**config.mk**
```make
export PLATFORM = sky130hd
export DESIGN_NAME = exp2_pp
export DESIGN_NICKNAME = d
export VERILOG_FILES = /design/src/rtl/exp2_pp.sv
export SDC_FILE = /design/constraint.sdc
export NUM_CORES = 1
export LEC_CHECK = 0
export BUFFER_PORTS_ARGS = -buffer_cell sky130_fd_sc_hd__buf_2
export CAP_MARGIN = 20
export CORE_ASPECT_RATIO = 1.4
export CORE_MARGIN = 3
export CORE_UTILIZATION = 29
export DETAILED_ROUTE_END_ITERATION = 12
export GPL_ROUTABILITY_DRIVEN = 1
export GPL_TIMING_DRIVEN = 0
export SLEW_MARGIN = 20
export SYNTH_ARGS = -nofsm -noshare
export SYNTH_HDL_FRONTEND = slang
export SYNTH_SLANG_ARGS = --single-unit
```
**constraint.sdc**
```tcl
create_clock -name clk -period 3 [get_ports clk]
set_input_delay 0 -clock clk [delete_from_list [all_inputs] [get_ports clk]]
set_output_delay 0 -clock clk [all_outputs]
set_load 0.01 [all_outputs]
```
**src/rtl/exp2_pp.sv**
```systemverilog
// Pipelined 2^(e + f/16) from an unsigned Q6.4 log2 value; inverse of the ilog2 unit.
// Latency: 3 cycles from input acceptance to output presentation, 1 result per cycle sustained.
// Backpressure: stalls collapse bubbles; in_ready is combinational from out_ready when full.
module exp2_pp #(
  parameter int LATENCY = 3
) (
  input  logic        clk,
  input  logic        reset,
  input  logic        in_valid,
  output logic        in_ready,
  input  logic [9:0]  in_log2,
  output logic        out_valid,
  input  logic        out_ready,
  output logic [31:0] out_v,
  output logic        out_sat
);

  // The stage structure below is hard-wired to three registers.
  if (LATENCY != 3) begin : g_latency_check
    $error("exp2_pp only supports LATENCY = 3");
  end

  logic        v1, v2, v3;
  logic        ld1, ld2, ld3;
  logic [5:0]  e1, e2;
  logic [3:0]  f1;
  logic        sat1, sat2, sat3;
  logic [15:0] m1, m2;
  logic [31:0] d3, res;
  logic [5:0]  shl, shr;

  // Each stage loads when empty or when its downstream stage is moving.
  assign ld3      = !v3 || out_ready;
  assign ld2      = !v2 || ld3;
  assign ld1      = !v1 || ld2;
  assign in_ready = ld1;

  assign out_valid = v3;
  assign out_v     = d3;
  assign out_sat   = sat3;

  // Mantissa table: round(2^(f/16) * 32768), a Q1.15 value in [1.0, 2.0).
  always_comb begin
    m1 = 16'd32768;
    case (f1)
      4'd0:  m1 = 16'd32768;
      4'd1:  m1 = 16'd34219;
      4'd2:  m1 = 16'd35734;
      4'd3:  m1 = 16'd37316;
      4'd4:  m1 = 16'd38968;
      4'd5:  m1 = 16'd40693;
      4'd6:  m1 = 16'd42495;
      4'd7:  m1 = 16'd44376;
      4'd8:  m1 = 16'd46341;
      4'd9:  m1 = 16'd48393;
      4'd10: m1 = 16'd50535;
      4'd11: m1 = 16'd52773;
      4'd12: m1 = 16'd55109;
      4'd13: m1 = 16'd57549;
      4'd14: m1 = 16'd60097;
      4'd15: m1 = 16'd62757;
      default: m1 = 16'd32768;
    endcase
  end

  // Scale the Q1.15 mantissa by 2^e; unsaturated e is at most 31, so the left shift fits.
  always_comb begin
    res = '0;
    shl = e2 - 6'd15;
    shr = 6'd15 - e2;
    if (sat2) begin
      res = 32'hFFFF_FFFF;
    end else if (e2 >= 6'd15) begin
      res = {16'h0000, m2} << shl;
    end else begin
      res = {16'h0000, m2} >> shr;
    end
  end

  // S1: split the input and flag saturation (e >= 32 is exactly bit 5 of e).
  always_ff @(posedge clk or posedge reset) begin
    if (reset) begin
      v1   <= 1'b0;
      e1   <= '0;
      f1   <= '0;
      sat1 <= 1'b0;
    end else if (ld1) begin
      v1   <= in_valid;
      e1   <= in_log2[9:4];
      f1   <= in_log2[3:0];
      sat1 <= in_log2[9];
    end
  end

  // S2: register the looked-up mantissa alongside the exponent.
  always_ff @(posedge clk or posedge reset) begin
    if (reset) begin
      v2   <= 1'b0;
      e2   <= '0;
      m2   <= '0;
      sat2 <= 1'b0;
    end else if (ld2) begin
      v2   <= v1;
      e2   <= e1;
      m2   <= m1;
      sat2 <= sat1;
    end
  end

  // S3: register the shifted result; holds while the consumer stalls.
  always_ff @(posedge clk or posedge reset) begin
    if (reset) begin
      v3   <= 1'b0;
      d3   <= '0;
      sat3 <= 1'b0;
    end else if (ld3) begin
      v3   <= v2;
      d3   <= res;
      sat3 <= sat2;
    end
  end

endmodule
```
# Word level (Yosys, flattened, before mapping)
# Memory sizes are Yosys's and may differ from the RTL's. A register that Yosys moved wholly into a read port is not among the register bits.
# Index checks and enable logic that the tools add are counted.
classes:
  add_sub_neg: 2
  muxes: 2
  n_reduce_logical: 6
  n_shift: 2
  order_cmp: 1
op_table:
  columns: ["op", "count"]
  rows:
  - ["$mux W32", 2]
  - ["$shl A16 B6 Y32", 1]
  - ["$shr A16 B6 Y32", 1]
  - ["$ge A6 B4 Y1 const B", 1]
  - ["$sub A4 B6 Y6 const A", 1]
  - ["$sub A6 B4 Y6 const B", 1]
  - ["$logic_not A1 Y1", 3]
  - ["$logic_or A1 B1 Y1", 3]
word_totals:
  reg_bits: 70
  n_memories: 1
  rom_bits: 240
  in_bits: 14
memory_table:
  columns: ["name", "words", "word_bits", "read_ports", "rd_ports_with_merged_regs", "write_ports", "line_no", "rtl"]
  rows:
  - ["(no name shown)", 16, 15, 1, 1, 0, "45", "case (f1)"]

# Longest topological paths before layout
depth:
  word_depth: 4
  ltp_mapped: 9
  ltp_nobuf: 7

# Worst setup path after synthesis
# OpenSTA, ideal clock, no wires.
synth_timing:
  kind: "register to register"
  from: "register e2[0]"
  to: "register d3[24], in the netlist out_v[24]"
  path_slack_ns: 0.647
  required_time_ns: 2.874
  arrival_time_ns: 2.227
  path_stages_with_launch: 9
  setup_ns: 0.126
  cell_sequence: "dfrtp_1 -> ha_1 -> buf_6 -> buf_12 -> mux2_1 -> mux4_2 -> nand2_1 -> a21boi_1 -> o32a_1"
synth_between:
  elab_chain_cells: 4
synth_rtl:
  columns: ["element", "line_no", "rtl"]
  rows:
  - ["start, declared", "25", "logic [5:0] e1, e2;"]
  - ["start signal, assigned", "99", "e2 <= '0;"]
  - ["start signal, assigned", "104", "e2 <= e1;"]
  - ["$sub A4 B6 Y6 or $sub A6 B4 Y6 (tied branches)", "70, 69", null]
  - ["$shr A16 B6 Y32 or $shl A16 B6 Y32 (tied branches)", "76, 74", null]
  - ["$mux W32 (*)", "73", "end else if (e2 >= 6'd15) begin"]
  - ["$mux W32 (*)", "71", "if (sat2) begin"]
  - ["end signal, assigned", "118", "d3 <= res;"]
  - ["end, declared", "29", "logic [31:0] d3, res;"]
# Every way passes the cells marked *; elsewhere a longest branch is shown, timed or not.
# A chain may end at the register's enable or synchronous reset.

# Final worst setup path
layout_timing:
  from: "register e2[5]"
  to: "register d3[2], in the netlist out_v[2]"
# Same word-level chain as after synthesis.

==> qor.yml <==
route:
  totalWireLength_mm: 16.5
  routed_via_density: 5.42
  drtIter0Drc: 325
  drt-wirelength-per-cell_um: 19.3
  dr_total_vias: 4641
  ant_nets: 0
  drc: 0
  first_pass_iters: 7
synth:
  ys_types: 74
  synthTopCellsByCount: "dfrtp_1, nand2_1, nor2_1, mux2i_1, o21ai_0"
  ys_warn_count: 0
  yosysMostFrequentCell: "dfrtp_1"
  ys_ff_latch: 68
  syn-cell-area_um2: 5150
  synthAdderAreaFrac_pct: 2.19
  synthMuxAreaShare_pct: 22.9
  syn_nets: 568
  yosysTopAreaCell: "dfrtp_1"
  synthCells: 545
  synth_top_family_by_area: "multiplexers"
  synth_compound_area_share_pct: 18.9
  synth.area.top_cells: "dfrtp_1, mux2i_1, mux4_2"
  syn_avg_cell_area_um2: 9.45
  synth_flop_cell: "dfrtp_1"
  async_flop_share_pct: 100
  yosysTopAreaCellShare_pct: 33.0
  synth-xor-area-share_pct: 1.99
  synth-seq-area-share_pct: 33.0
  synth_edf_count: 0
  synthSimpleGateAreaFrac_pct: 15.6
cts:
  post_cts_buffers: 0
  clk_pin_slew_worst_paths_ns: 0.05
  root_buffer: "clkbuf_16"
  insertion_delay_ns: 0.34
  max-clock-path-buffers: 2
  cts_tree: "yes"
  h-tree-depth: 3
  cts_num_sinks: 68
  cts_made_buffers: 9
cells_and_area:
  multiInputGateArea_um2: 3180
  num-fill-cells: 1844
  antenna_cells: 0
  nets: 640
  syn2layout_area_growth_pct: 18.8
  drive_gt1_share_pct: 22.3
  regArea_um2: 1700
  final_area_um2: 6120
  fin_util_pct: 35.2
power_and_ir_drop:
  p_leak_uw: 0.00252
  ir_drop_mv: 0.216
  powerDensity_nw_per_um2: 748
grt:
  grt_overflow: 0
  grtUsageTotal_pct: 17.1
  grt_pass1_vias: 4653
  grt_first_pass_wirelength_mm: 26.0
  antenna_found_initial: 0
  grt_max_degree: 59
sta:
  rsz0062_at_grt: "false"
  setup_tns_ns: 0
  setup-violations-final: 0
  slew_headroom_pct: 49.1
  min_period_ns: 2.75
  max_freq_mhz: 364
  drv_slew: 0
  final_hold_viol_count: 0
  fin_skew_ns: 0.00591
  tightest_slew_ns: 0.759
  finalCritPeriodShare_pct: 91.6
setup_path:
  critPathRequiredTime_ns: 3.28
  crit_path_end_kind: "register"
  crit_fanout: 8
  path_class: "register to register"
  crit_path_top_delay_cell: "clkbuf_1"
  worstPathCellList: "clkbuf_1 -> inv_1 -> ha_1 -> nor3b_2 -> nand2_1 -> o21ai_0 -> o32a_1"
  max_stage_delay_ns: 0.42
  crit_path_start_kind: "register"
  worstPathArrival_ns: 3.03
run:
  drv_cap: 0
floorplanning:
  die-area_um2: 19400
  rows: 57
  core_area_um2: 17400
  initial_core_util_pct: 29.6
  die_w_um: 119
  io_pins: 49
  die_h_um: 164
place:
  placed_area_um2: 5720
  gp_congestion: 0.983
  place_hpwl_mm: 12.9
  port_buffers: 48
outcome:
  outcome: "finished clean"
min_path:
  hold_class: "primary input to async pin"
state kept, by name, indices dropped and copies added, names as in the netlist:
signal	flops
m2	16
e1	6
v2	1
out_valid	1
v1	1
out_sat	1
e2	6
out_v	32
f1	4
cell families after synthesis:
| family | after synthesis |
|---|---|
| compound gates | 141 |
| xor+xnor | 10 |
| fa+ha+maj | 9 |
| buf+inv | 58 |
| flops | 68 |
| mux | 90 |
| simple gates | 169 |
metrics by stage:
step	hold slack (ns)	total power (uW)	setup slack, ns	cells
6_report	0.110	4580	0.251	856
5_1_grt	0.139	4810	0.161	856
4_1_cts	0.113	4550	0.00939	856
3_5_place_dp	-0.0705	3520	0.0184	830
3_3_place_gp	0.192	3510	0.00875	829
2_1_floorplan	0.108	2830	0.647	545
path summary, 6_finish.rpt:
check	from	cells after the start	slack [ns]	to
worst min-delay path	reset	3	0.11	f1[2]
min in group clk	out_ready	5	0.26	m2[15]
max in group asynchronous	reset	4	2.38	e1[2]
worst min register to register	out_sat	1	0.47	out_sat
worst max-delay path	e2[5]	7	0.25	out_v[2]
worst max register to register	e2[5]	7	0.25	out_v[2]
layout make-up:
type,count,area share (%)
inverters,14,0.900
well taps,236,4.83
clock buffers,12,4.36
repair buffers,61,6.34
flip-flops and latches,68,27.8
plain buffers,44,3.68
multi-input cells,419,51.9
clock inverters,2,0.164
cell usage in the layout, fill, tap and decap left out, types with 18 or more instances in the layout:
cell type	count
buf_2	61
nor2_1	44
mux2i_1	43
a21oi_1	27
clkbuf_1	24
mux2_2	26
nand2_1	55
o21ai_0	39
mux4_2	18
dfrtp_1	68
report_power, final:
group,internal (uW),switching (uW)
clock,614,388
sequential,1120,203
combinational,951,1300
total,2680,1890
per-layer routing:
| metal | vias to the layer above | global-route usage (%) | part of all wire [%] |
|---|---|---|---|
| li1 | 2185 | - | - |
| met1 | 2222 | 19.4 | 39 |
| met2 | 178 | 29.4 | 50 |
| met3 | 56 | 2.34 | 4.8 |
| met4 | 0 | 12.4 | 6.4 |
| met5 | - | 0 | 0 |
what timing repair did:
| item | in CTS | in global routing |
|---|---|---|
| endpoints found under the setup margin | 0 | 9 |
| gates resized for setup | 0 | 1 |
| hold buffers | 12 | 0 |
| hold endpoints to repair | 79 | 0 |
worst max-delay path, delay by kind of cell, from the launching register on:
kind	cells	cell delay, ns
simple gates	2	0.68
compound gates	2	0.55
flops	1	0.31
fa+ha+maj	1	0.41
buf+inv	2	0.72
(Power assumes the default switching activity.)
